$ cat config.mk
export PLATFORM = sky130hd
export DESIGN_NAME = pipe_hazard_ctrl_flat
export DESIGN_NICKNAME = d
export VERILOG_FILES = /design/src/rtl/pipe_hazard_ctrl_if.sv /design/src/rtl/pipe_hazard_ctrl.sv /design/src/flat_wrapper.sv
export SDC_FILE = /design/constraint.sdc
export NUM_CORES = 1
export LEC_CHECK = 0
export CAP_MARGIN = 0
export CORE_MARGIN = 4
export CORE_UTILIZATION = 35
export DETAILED_ROUTE_END_ITERATION = 6
export PLACE_DENSITY = 0.67
export SETUP_SLACK_MARGIN = 0.4
export SYNTH_ARGS = -nofsm -noshare
export SYNTH_HDL_FRONTEND = slang
export SYNTH_SLANG_ARGS = --single-unit
export TNS_END_PERCENT = 1
$ cat constraint.sdc
create_clock -name clk -period 2.16 [get_ports clk]
set_clock_uncertainty 0.2 [all_clocks]
set_input_delay 0.216 -clock clk [delete_from_list [all_inputs] [get_ports clk]]
set_output_delay 0.216 -clock clk [all_outputs]
set_load 0.02 [all_outputs]
$ cat src/rtl/pipe_hazard_ctrl_if.sv
// Bundles the hazard controller's pipeline status inputs and stage-control outputs.
// No latency of its own; it only groups the wires.
// No backpressure of its own; stalls are expressed through the *_wen/flush controls.
interface pipe_hazard_ctrl_if #(
    parameter int REG_W = 3,
    parameter int CNT_W = 16
);
    // Pipeline status seen by the controller
    logic [REG_W-1:0] id_rs;
    logic [REG_W-1:0] id_rt;
    logic             id_use_rs;
    logic             id_use_rt;
    logic             id_halt;
    logic [REG_W-1:0] ex_rd;
    logic             ex_memread;
    logic             ex_branch_taken;
    logic             imem_stall;
    logic             dmem_stall;
    logic             wb_halt;

    // Stage controls driven by the controller
    logic             pc_wen;
    logic             ifid_wen;
    logic             ifid_flush;
    logic             idex_wen;
    logic             idex_flush;
    logic             exmem_wen;
    logic             memwb_wen;
    logic             halted;
    logic [CNT_W-1:0] stall_cnt;

    // Pipeline datapath side: reports status, obeys controls
    modport master (
        output id_rs, id_rt, id_use_rs, id_use_rt, id_halt,
        output ex_rd, ex_memread, ex_branch_taken,
        output imem_stall, dmem_stall, wb_halt,
        input  pc_wen, ifid_wen, ifid_flush, idex_wen, idex_flush,
        input  exmem_wen, memwb_wen, halted, stall_cnt
    );

    // Hazard controller side
    modport slave (
        input  id_rs, id_rt, id_use_rs, id_use_rt, id_halt,
        input  ex_rd, ex_memread, ex_branch_taken,
        input  imem_stall, dmem_stall, wb_halt,
        output pc_wen, ifid_wen, ifid_flush, idex_wen, idex_flush,
        output exmem_wen, memwb_wen, halted, stall_cnt
    );
endinterface

$ cat src/rtl/pipe_hazard_ctrl.sv
// Stall/flush sequencer for the five-stage pipeline (load-use, branch flush, mem stalls, halt drain).
// Stage controls are combinational from state and inputs (zero latency); state and counter update each edge.
// dmem_stall freezes every stage; imem_stall and load-use hold fetch while older stages keep moving.
module pipe_hazard_ctrl #(
    parameter int REG_W = 3,
    parameter int CNT_W = 16
) (
    input  logic                   clk,
    input  logic                   rst_n,
    pipe_hazard_ctrl_if.slave      bus
);

    // RUN: normal flow; DRAIN: HALT has left ID and fetch is frozen; HALTED: terminal until reset
    typedef enum logic [1:0] {
        ST_RUN    = 2'd0,
        ST_DRAIN  = 2'd1,
        ST_HALTED = 2'd2
    } state_t;

    state_t           state_q;
    state_t           state_d;
    logic [CNT_W-1:0] stall_cnt_q;
    logic [CNT_W-1:0] stall_cnt_d;

    logic load_use;
    logic rs_hit;
    logic rt_hit;

    logic pc_wen;
    logic ifid_wen;
    logic ifid_flush;
    logic idex_wen;
    logic idex_flush;
    logic exmem_wen;
    logic memwb_wen;

    // Load in EX whose destination feeds the instruction in ID; register 0 is compared like any other
    always_comb begin
        rs_hit   = bus.id_use_rs && (bus.ex_rd == bus.id_rs);
        rt_hit   = bus.id_use_rt && (bus.ex_rd == bus.id_rt);
        load_use = bus.ex_memread && (rs_hit || rt_hit);
    end

    // Next state and stage controls, resolved in hazard priority order
    always_comb begin
        state_d    = state_q;
        pc_wen     = 1'b1;
        ifid_wen   = 1'b1;
        ifid_flush = 1'b0;
        idex_wen   = 1'b1;
        idex_flush = 1'b0;
        exmem_wen  = 1'b1;
        memwb_wen  = 1'b1;

        unique case (state_q)
            ST_RUN: begin
                if (bus.dmem_stall) begin
                    // Data memory busy: nothing may move, nothing is squashed
                    pc_wen    = 1'b0;
                    ifid_wen  = 1'b0;
                    idex_wen  = 1'b0;
                    exmem_wen = 1'b0;
                    memwb_wen = 1'b0;
                end else if (bus.ex_branch_taken) begin
                    // Redirect fetch and kill the two wrong-path instructions behind the branch
                    ifid_flush = 1'b1;
                    idex_flush = 1'b1;
                end else if (load_use) begin
                    // Hold PC and IF/ID one cycle and slip a single bubble into EX
                    pc_wen     = 1'b0;
                    ifid_wen   = 1'b0;
                    idex_flush = 1'b1;
                end else if (bus.imem_stall) begin
                    // Fetch has nothing valid: keep PC, feed a NOP downstream
                    pc_wen     = 1'b0;
                    ifid_flush = 1'b1;
                end

                // HALT only leaves ID on a cycle where ID/EX actually takes it unflushed
                if (bus.id_halt && !bus.dmem_stall && !bus.ex_branch_taken && !load_use) begin
                    state_d = ST_DRAIN;
                end
            end

            ST_DRAIN: begin
                if (bus.dmem_stall) begin
                    pc_wen    = 1'b0;
                    ifid_wen  = 1'b0;
                    idex_wen  = 1'b0;
                    exmem_wen = 1'b0;
                    memwb_wen = 1'b0;
                end else if (bus.ex_branch_taken) begin
                    // The HALT was speculative; squash it and resume fetch at the target
                    ifid_flush = 1'b1;
                    idex_flush = 1'b1;
                end else begin
                    // Fetch frozen, NOPs enter behind HALT while it walks to writeback
                    pc_wen     = 1'b0;
                    ifid_flush = 1'b1;
                end

                // HALT reaching writeback is final; otherwise a taken branch cancels the drain
                if (bus.wb_halt) begin
                    state_d = ST_HALTED;
                end else if (!bus.dmem_stall && bus.ex_branch_taken) begin
                    state_d = ST_RUN;
                end
            end

            ST_HALTED: begin
                pc_wen    = 1'b0;
                ifid_wen  = 1'b0;
                idex_wen  = 1'b0;
                exmem_wen = 1'b0;
                memwb_wen = 1'b0;
            end

            default: begin
                state_d = ST_RUN;
            end
        endcase
    end

    // Saturating count of fetch-stalled cycles, frozen once the core has halted
    always_comb begin
        stall_cnt_d = stall_cnt_q;
        if (!pc_wen && (state_q != ST_HALTED) && (stall_cnt_q != {CNT_W{1'b1}})) begin
            stall_cnt_d = stall_cnt_q + {{(CNT_W-1){1'b0}}, 1'b1};
        end
    end

    // Sequencer state register
    always_ff @(posedge clk or negedge rst_n) begin
        if (!rst_n) begin
            state_q <= ST_RUN;
        end else begin
            state_q <= state_d;
        end
    end

    // Stall counter register
    always_ff @(posedge clk or negedge rst_n) begin
        if (!rst_n) begin
            stall_cnt_q <= '0;
        end else begin
            stall_cnt_q <= stall_cnt_d;
        end
    end

    assign bus.pc_wen     = pc_wen;
    assign bus.ifid_wen   = ifid_wen;
    assign bus.ifid_flush = ifid_flush;
    assign bus.idex_wen   = idex_wen;
    assign bus.idex_flush = idex_flush;
    assign bus.exmem_wen  = exmem_wen;
    assign bus.memwb_wen  = memwb_wen;
    assign bus.halted     = (state_q == ST_HALTED);
    assign bus.stall_cnt  = stall_cnt_q;

endmodule
$ cat src/flat_wrapper.sv
// flat-port wrapper written by rule: the top's interface ports become plain ports
module pipe_hazard_ctrl_flat 
#(
    parameter int REG_W = 3,
    parameter int CNT_W = 16
)
  (clk, rst_n, bus_id_rs, bus_id_rt, bus_id_use_rs, bus_id_use_rt, bus_id_halt, bus_ex_rd, bus_ex_memread, bus_ex_branch_taken, bus_imem_stall, bus_dmem_stall, bus_wb_halt, bus_pc_wen, bus_ifid_wen, bus_ifid_flush, bus_idex_wen, bus_idex_flush, bus_exmem_wen, bus_memwb_wen, bus_halted, bus_stall_cnt);
  pipe_hazard_ctrl_if #(.REG_W(REG_W), .CNT_W(CNT_W)) bus_i ();
  input  logic clk;
  input  logic rst_n;
  input wire logic [$bits(bus_i.id_rs)-1:0] bus_id_rs;
  input wire logic [$bits(bus_i.id_rt)-1:0] bus_id_rt;
  input wire logic [$bits(bus_i.id_use_rs)-1:0] bus_id_use_rs;
  input wire logic [$bits(bus_i.id_use_rt)-1:0] bus_id_use_rt;
  input wire logic [$bits(bus_i.id_halt)-1:0] bus_id_halt;
  input wire logic [$bits(bus_i.ex_rd)-1:0] bus_ex_rd;
  input wire logic [$bits(bus_i.ex_memread)-1:0] bus_ex_memread;
  input wire logic [$bits(bus_i.ex_branch_taken)-1:0] bus_ex_branch_taken;
  input wire logic [$bits(bus_i.imem_stall)-1:0] bus_imem_stall;
  input wire logic [$bits(bus_i.dmem_stall)-1:0] bus_dmem_stall;
  input wire logic [$bits(bus_i.wb_halt)-1:0] bus_wb_halt;
  output wire logic [$bits(bus_i.pc_wen)-1:0] bus_pc_wen;
  output wire logic [$bits(bus_i.ifid_wen)-1:0] bus_ifid_wen;
  output wire logic [$bits(bus_i.ifid_flush)-1:0] bus_ifid_flush;
  output wire logic [$bits(bus_i.idex_wen)-1:0] bus_idex_wen;
  output wire logic [$bits(bus_i.idex_flush)-1:0] bus_idex_flush;
  output wire logic [$bits(bus_i.exmem_wen)-1:0] bus_exmem_wen;
  output wire logic [$bits(bus_i.memwb_wen)-1:0] bus_memwb_wen;
  output wire logic [$bits(bus_i.halted)-1:0] bus_halted;
  output wire logic [$bits(bus_i.stall_cnt)-1:0] bus_stall_cnt;
  assign bus_i.id_rs = bus_id_rs;
  assign bus_i.id_rt = bus_id_rt;
  assign bus_i.id_use_rs = bus_id_use_rs;
  assign bus_i.id_use_rt = bus_id_use_rt;
  assign bus_i.id_halt = bus_id_halt;
  assign bus_i.ex_rd = bus_ex_rd;
  assign bus_i.ex_memread = bus_ex_memread;
  assign bus_i.ex_branch_taken = bus_ex_branch_taken;
  assign bus_i.imem_stall = bus_imem_stall;
  assign bus_i.dmem_stall = bus_dmem_stall;
  assign bus_i.wb_halt = bus_wb_halt;
  assign bus_pc_wen = bus_i.pc_wen;
  assign bus_ifid_wen = bus_i.ifid_wen;
  assign bus_ifid_flush = bus_i.ifid_flush;
  assign bus_idex_wen = bus_i.idex_wen;
  assign bus_idex_flush = bus_i.idex_flush;
  assign bus_exmem_wen = bus_i.exmem_wen;
  assign bus_memwb_wen = bus_i.memwb_wen;
  assign bus_halted = bus_i.halted;
  assign bus_stall_cnt = bus_i.stall_cnt;
  pipe_hazard_ctrl #(.REG_W(REG_W), .CNT_W(CNT_W)) u_core (.clk(clk), .rst_n(rst_n), .bus(bus_i));
endmodule
## Word-level counts from Yosys, hierarchy flattened

Cells that the tools add are included.
Widths: inputs -> output; s select.

- Add/sub/neg operators: 1
- Multipliers: 0
- Divide/modulo/power cells: 0
- Order comparisons: 0
- Equal/unequal tests: 8
- Shift-type cells: 0
- Mux-type cells: 26
- Bitwise operators: 1
- Reductions and logical operators: 17

Operators with widths:

| kind | count |
|---|---|
| $mux 1 | 17 |
| $add 16x1->16 const B | 1 |
| $ne 16x16->1 const B | 1 |
| $logic_and 1x1->1 | 9 |
| $eq 3x3->1 | 2 |
| $mux 2 | 3 |
| $pmux 1 s2 | 3 |
| $pmux 1 s3 | 2 |
| $pmux 2 s3 | 1 |
| $logic_not 1->1 | 4 |
| $ne 3x2->1 const B | 1 |
| $reduce_and 3->1 | 1 |
| $eq 2x1->1 const B | 1 |
| $eq 2x2->1 const B | 1 |
| $logic_not 2->1 | 1 |
| $ne 2x1->1 const B | 1 |
| $ne 2x2->1 const B | 1 |
| $reduce_or 2->1 | 1 |
| $logic_or 1x1->1 | 1 |
| $not 1->1 | 1 |

- Register bits: 18
- Bits in latches: 0
- Memory bits (writable): 0
- Memory bits (read-only): 0
- Output and inout bits: 24
- Word-level logic and storage cells: 55
- Memories: 0

## Depth between registers and ports, before layout

- Word-level depth: 11
- Depth in mapped cells: 8
- Gate-level depth less buffers: 7

## Least setup slack after synthesis

OpenSTA, ideal clock, no wires.

- Path kind: flip-flop to flip-flop
- Start: register u_core.stall_cnt_q[0] (netlist: u_core.bus.stall_cnt[0])
- End: register u_core.stall_cnt_q[1] (netlist: u_core.bus.stall_cnt[1])
- Library setup time: 128 ps
- Arrival: 1696 ps
- Data required time: 1832 ps
- Setup slack: 137 ps
- Cell stages (with the launch flop): 8
- Period minus slack after synthesis: 2023 ps
- Cell sequence: dfrtp_1 > ha_1 > nand3_1 > nor2_1 > nand2b_1 > o21ai_1 > buf_4 > mux2_1

- Cells in the longest elaborated chain, start to end: 2
- Elaborated cells on any way between the ends: 3

Ends and longest elaborated chain:

| item | RTL line | source |
|---|---|---|
| from (decl) | pipe_hazard_ctrl.sv:22 | `logic [CNT_W-1:0] stall_cnt_q;` |
| from (signal assigned) | pipe_hazard_ctrl.sv:146 | `stall_cnt_q <= stall_cnt_d;` |
| branches (longest 2 deep; another with $add 16x1->16) | - |  |

Parallel ways; which one is timed is not known.
A chain may end at the register's enable or synchronous reset.

## Worst setup path after layout

- Start: register u_core.stall_cnt_q[6] (netlist: u_core.bus.stall_cnt[6])
- End: register u_core.stall_cnt_q[6] (netlist: u_core.bus.stall_cnt[6])

Same word-level chain as after synthesis.

==> summary.txt <==
========================================================================================
Hold/Removal Path Class                                                     primary input to async pin
Synth cell types                                                                      29
Pin count of the biggest net entering global routing                                  19
Half-perimeter wire length after placement                                       2100 um
Portion of the clock cycle consumed by the worst path in the final layout          0.858
Number of synthesis warnings                                                           0
Clock-pin slew of the registers on the worst-case setup and hold paths           0.11 ns
Total setup violations reported at the end of the flow                                 0
Root buffer cell                                                            sky130_fd_sc_hd__clkbuf_4
Cts bufs inserted                                                                      3
Clock latency reported for the late side of the worst-skew pair                  0.30 ns
Required arrival time at the worst endpoint                                      2.20 ns
Register-to-Register Setup Slack                                                 0.31 ns
Clk network pwr share                                                              0.122
Worst relative slew slack                                                          0.782
Time the worst path needs with I/O delays and setup                              1.85 ns
Post-route DRC                                                                         0
Routed via count                                                                    1079
Cell count after synthesis                                                           114
Core ar.                                                                        2810 um2
First-pass GRT wire length                                                       4760 um
Signal arrival time at the worst endpoint                                        1.89 ns
Number of max-slew violations in the final report                                      0
Area leader, netlist                                                        sky130_fd_sc_hd__dfrtp_1
CP Cell Sequence                                                            and3_4, nand4_1, nand2b_4, o21ai_1, buf_4, or4_4, nand2_2
Top cell types by occurrence after synthesis                                18 x sky130_fd_sc_hd__dfrtp_1, 15 x sky130_fd_sc_hd__nor2_1, 12 x sky130_fd_sc_hd__xor2_1, 11 x sky130_fd_sc_hd__nand2_1, 8 x sky130_fd_sc_hd__xnor2_1
Number of enable-type register cells in the synthesized netlist                        0
Run status                                                                  finished, final reports clean
Worst slack at placement                                                       -0.482 ns
Ratio of routed vias to standard cells                                              5.07
Vias in the first global route                                                      1095
Share of post-route cells with drive strength above 1                              0.379
Maximum clock insertion buffer count                                                   2
Unrepaired setup endpoints after global routing                                     true
All-Layer GR Usage                                                                 0.149
Drt pass-1 iters                                                                       4
Biggest fanout along the worst timing path                                             8
Logic pwr share                                                                    0.573
Power per unit of standard cell area                                         1000 nW/um2
Total leakage power                                                             0.780 nW
Die outline width                                                                62.7 um
Total wirelength of the detailed-routed design                                   2800 um
Most instantiated flip-flop cell in the synthesis netlist                   sky130_fd_sc_hd__dfrtp_1
Port-buffer cells                                                                     42
CTS tree                                                                             yes
Initial antenna violation count                                                        0
Max cap viols                                                                          0
Internal cell power                                                              1.04 mW
Minimum setup slack in the final design                                         0.306 ns
Post-Syn Area                                                                   1050 um2
CP startpoint kind                                                             flip-flop
Avg WL per Cell                                                                  13.1 um
Maximum resistive drop on vdd                                                     522 uV
Synth-to-Final Area Change                                                         66.8%
Final number of hold-violating endpoints                                               0
Sequential share of power                                                          0.305
Routability cong.                                                                  0.783
Area contributors post-synth                                                sky130_fd_sc_hd__dfrtp_1 43%, sky130_fd_sc_hd__xor2_1 10%, sky130_fd_sc_hd__xnor2_1 6.7%
Top-level port count                                                                  43
Post-layout instance count excluding filler cells                                    213
Endpoint kind of the worst setup timing path                                   flip-flop
Diodes inserted                                                                        0
Initial Utilization                                                                0.374
Synth Net Count                                                                      134
Violation count after the first detailed-route iteration                              36
Buf+Inv Stages, Crit Path                                                              1
FILL cells                                                                           258
Total grt overflow                                                                     0
H-Tree Level Count                                                                     1
Total Die Area                                                                  3940 um2
ANT nets after route                                                                   0
Net switching share of the total power                                             0.405
Largest stage delay on the critical path                                         0.46 ns
Synthesis-stage register bit count                                                    18
Combined flip-flop and latch cell area                                           465 um2
Yosys top cell area share                                                          0.430
Achievable Freq                                                                0.540 GHz
Count of placed standard cells including taps                                        193
Final nets                                                                           203
Slowest cell on the critical path                                           sky130_fd_sc_hd__dfrtp_2
Standard-cell row count                                                               19
Net switching power                                                             0.709 mW
Syn avg cell area                                                               9.20 um2
Final Util                                                                         0.624
Number of clock sinks                                                                 18
Cell with the most instances after synthesis                                sky130_fd_sc_hd__dfrtp_1
Area occupied by multi-input gates                                               636 um2
Fraction of the yosys area taken by sequential cells                               0.430
Category of the critical setup timing path                                  flip-flop to flip-flop
Die H                                                                            62.7 um
Top Family by Delay on Critical Path                                        simple AND/OR/NAND/NOR gates
Share of synthesized registers carrying an async set or reset                       1.00
Slew @ Worst Pin                                                                0.324 ns
========================================================================================
path summary, 6_finish.rpt:
kind | start | endpoint | cells past startpoint
min reg2reg | u_core.bus.stall_cnt[15] | u_core.bus.stall_cnt[15] | 1
min in group clk | u_core.bus.stall_cnt[15] | u_core.bus.stall_cnt[15] | 1
max in group asynchronous | rst_n | u_core.state_q[0] | 2
min | rst_n | u_core.bus.stall_cnt[9] | 2
max reg2reg | u_core.bus.stall_cnt[6] | u_core.bus.stall_cnt[6] | 7
max | u_core.bus.stall_cnt[6] | u_core.bus.stall_cnt[6] | 7
power by group through the flow:
stage	Sequential, mW	Combinational, mW	Clock [mW]
finish	0.535	1.00	0.213
floorplan	0.603	0.381	0
CTS	0.531	0.907	0.220
global placement	0.540	0.830	0
detailed placement	0.545	0.841	0
global route	0.553	1.10	0.239
flip-flops by register name, summed over array words and instances (netlist names):
signal,count
u_core.bus.stall_cnt,16
u_core.state_q,2
metal layers:
metal,GRT usage,vias up,routed length [um]
li1,-,532,-
met1,0.175,515,1210
met2,0.260,28,1420
met3,0.0324,4,138
met4,0.0661,0,36
met5,0,-,0
per-stage QoR:
step	cell area [um2]	total power [mW]	setup TNS (ns)	hold WS, ns
after floorplan	1080	0.984	0	-0.280
after global placement	1590	1.37	-1.74	0.268
after detailed placement	1590	1.39	-2.25	0.273
after CTS	1660	1.66	0	0.0407
after global routing	1750	1.89	0	0.0456
final	1750	1.75	0	0.0365
cell type report:
class | count | area share
inverter | 4 | 0.00858
sequential | 18 | 0.266
timing repair buffer | 68 | 0.319
tap | 31 | 0.0222
multi-input combinational | 88 | 0.363
clock buffer | 4 | 0.0207
cell usage in the layout, fill, tap and decap left out, types with 6 or more instances in the layout:
cell type	count
sky130_fd_sc_hd__nand3_1	6
sky130_fd_sc_hd__xor2_1	12
sky130_fd_sc_hd__dfrtp_1	6
sky130_fd_sc_hd__buf_2	10
sky130_fd_sc_hd__nor2_1	14
sky130_fd_sc_hd__xnor2_1	8
sky130_fd_sc_hd__clkdlybuf4s50_1	22
sky130_fd_sc_hd__dfrtp_2	12
sky130_fd_sc_hd__buf_4	27
sky130_fd_sc_hd__nand2_1	10
cells by family after synthesis:
family,Yosys count,share of synthesized area
and+or+nand+nor,53,0.254
xor gates and xnor gates,20,0.167
DFF,18,0.430
AOI/OAI and AO/OA,13,0.0835
buffers and inverters,8,0.0430
muxes,1,0.0107
adders and majority gates,1,0.0119
what timing repair did:
action	4_1_cts	5_1_grt
setup endpoints to repair	33	39
endpoints found under the hold margin	0	0
pin swaps	10	4
hold buffers	0	0
buffers inserted	8	8
gates cloned	0	0
resized for setup	65	10
Note: power is estimated with default switching activity, not from simulation.
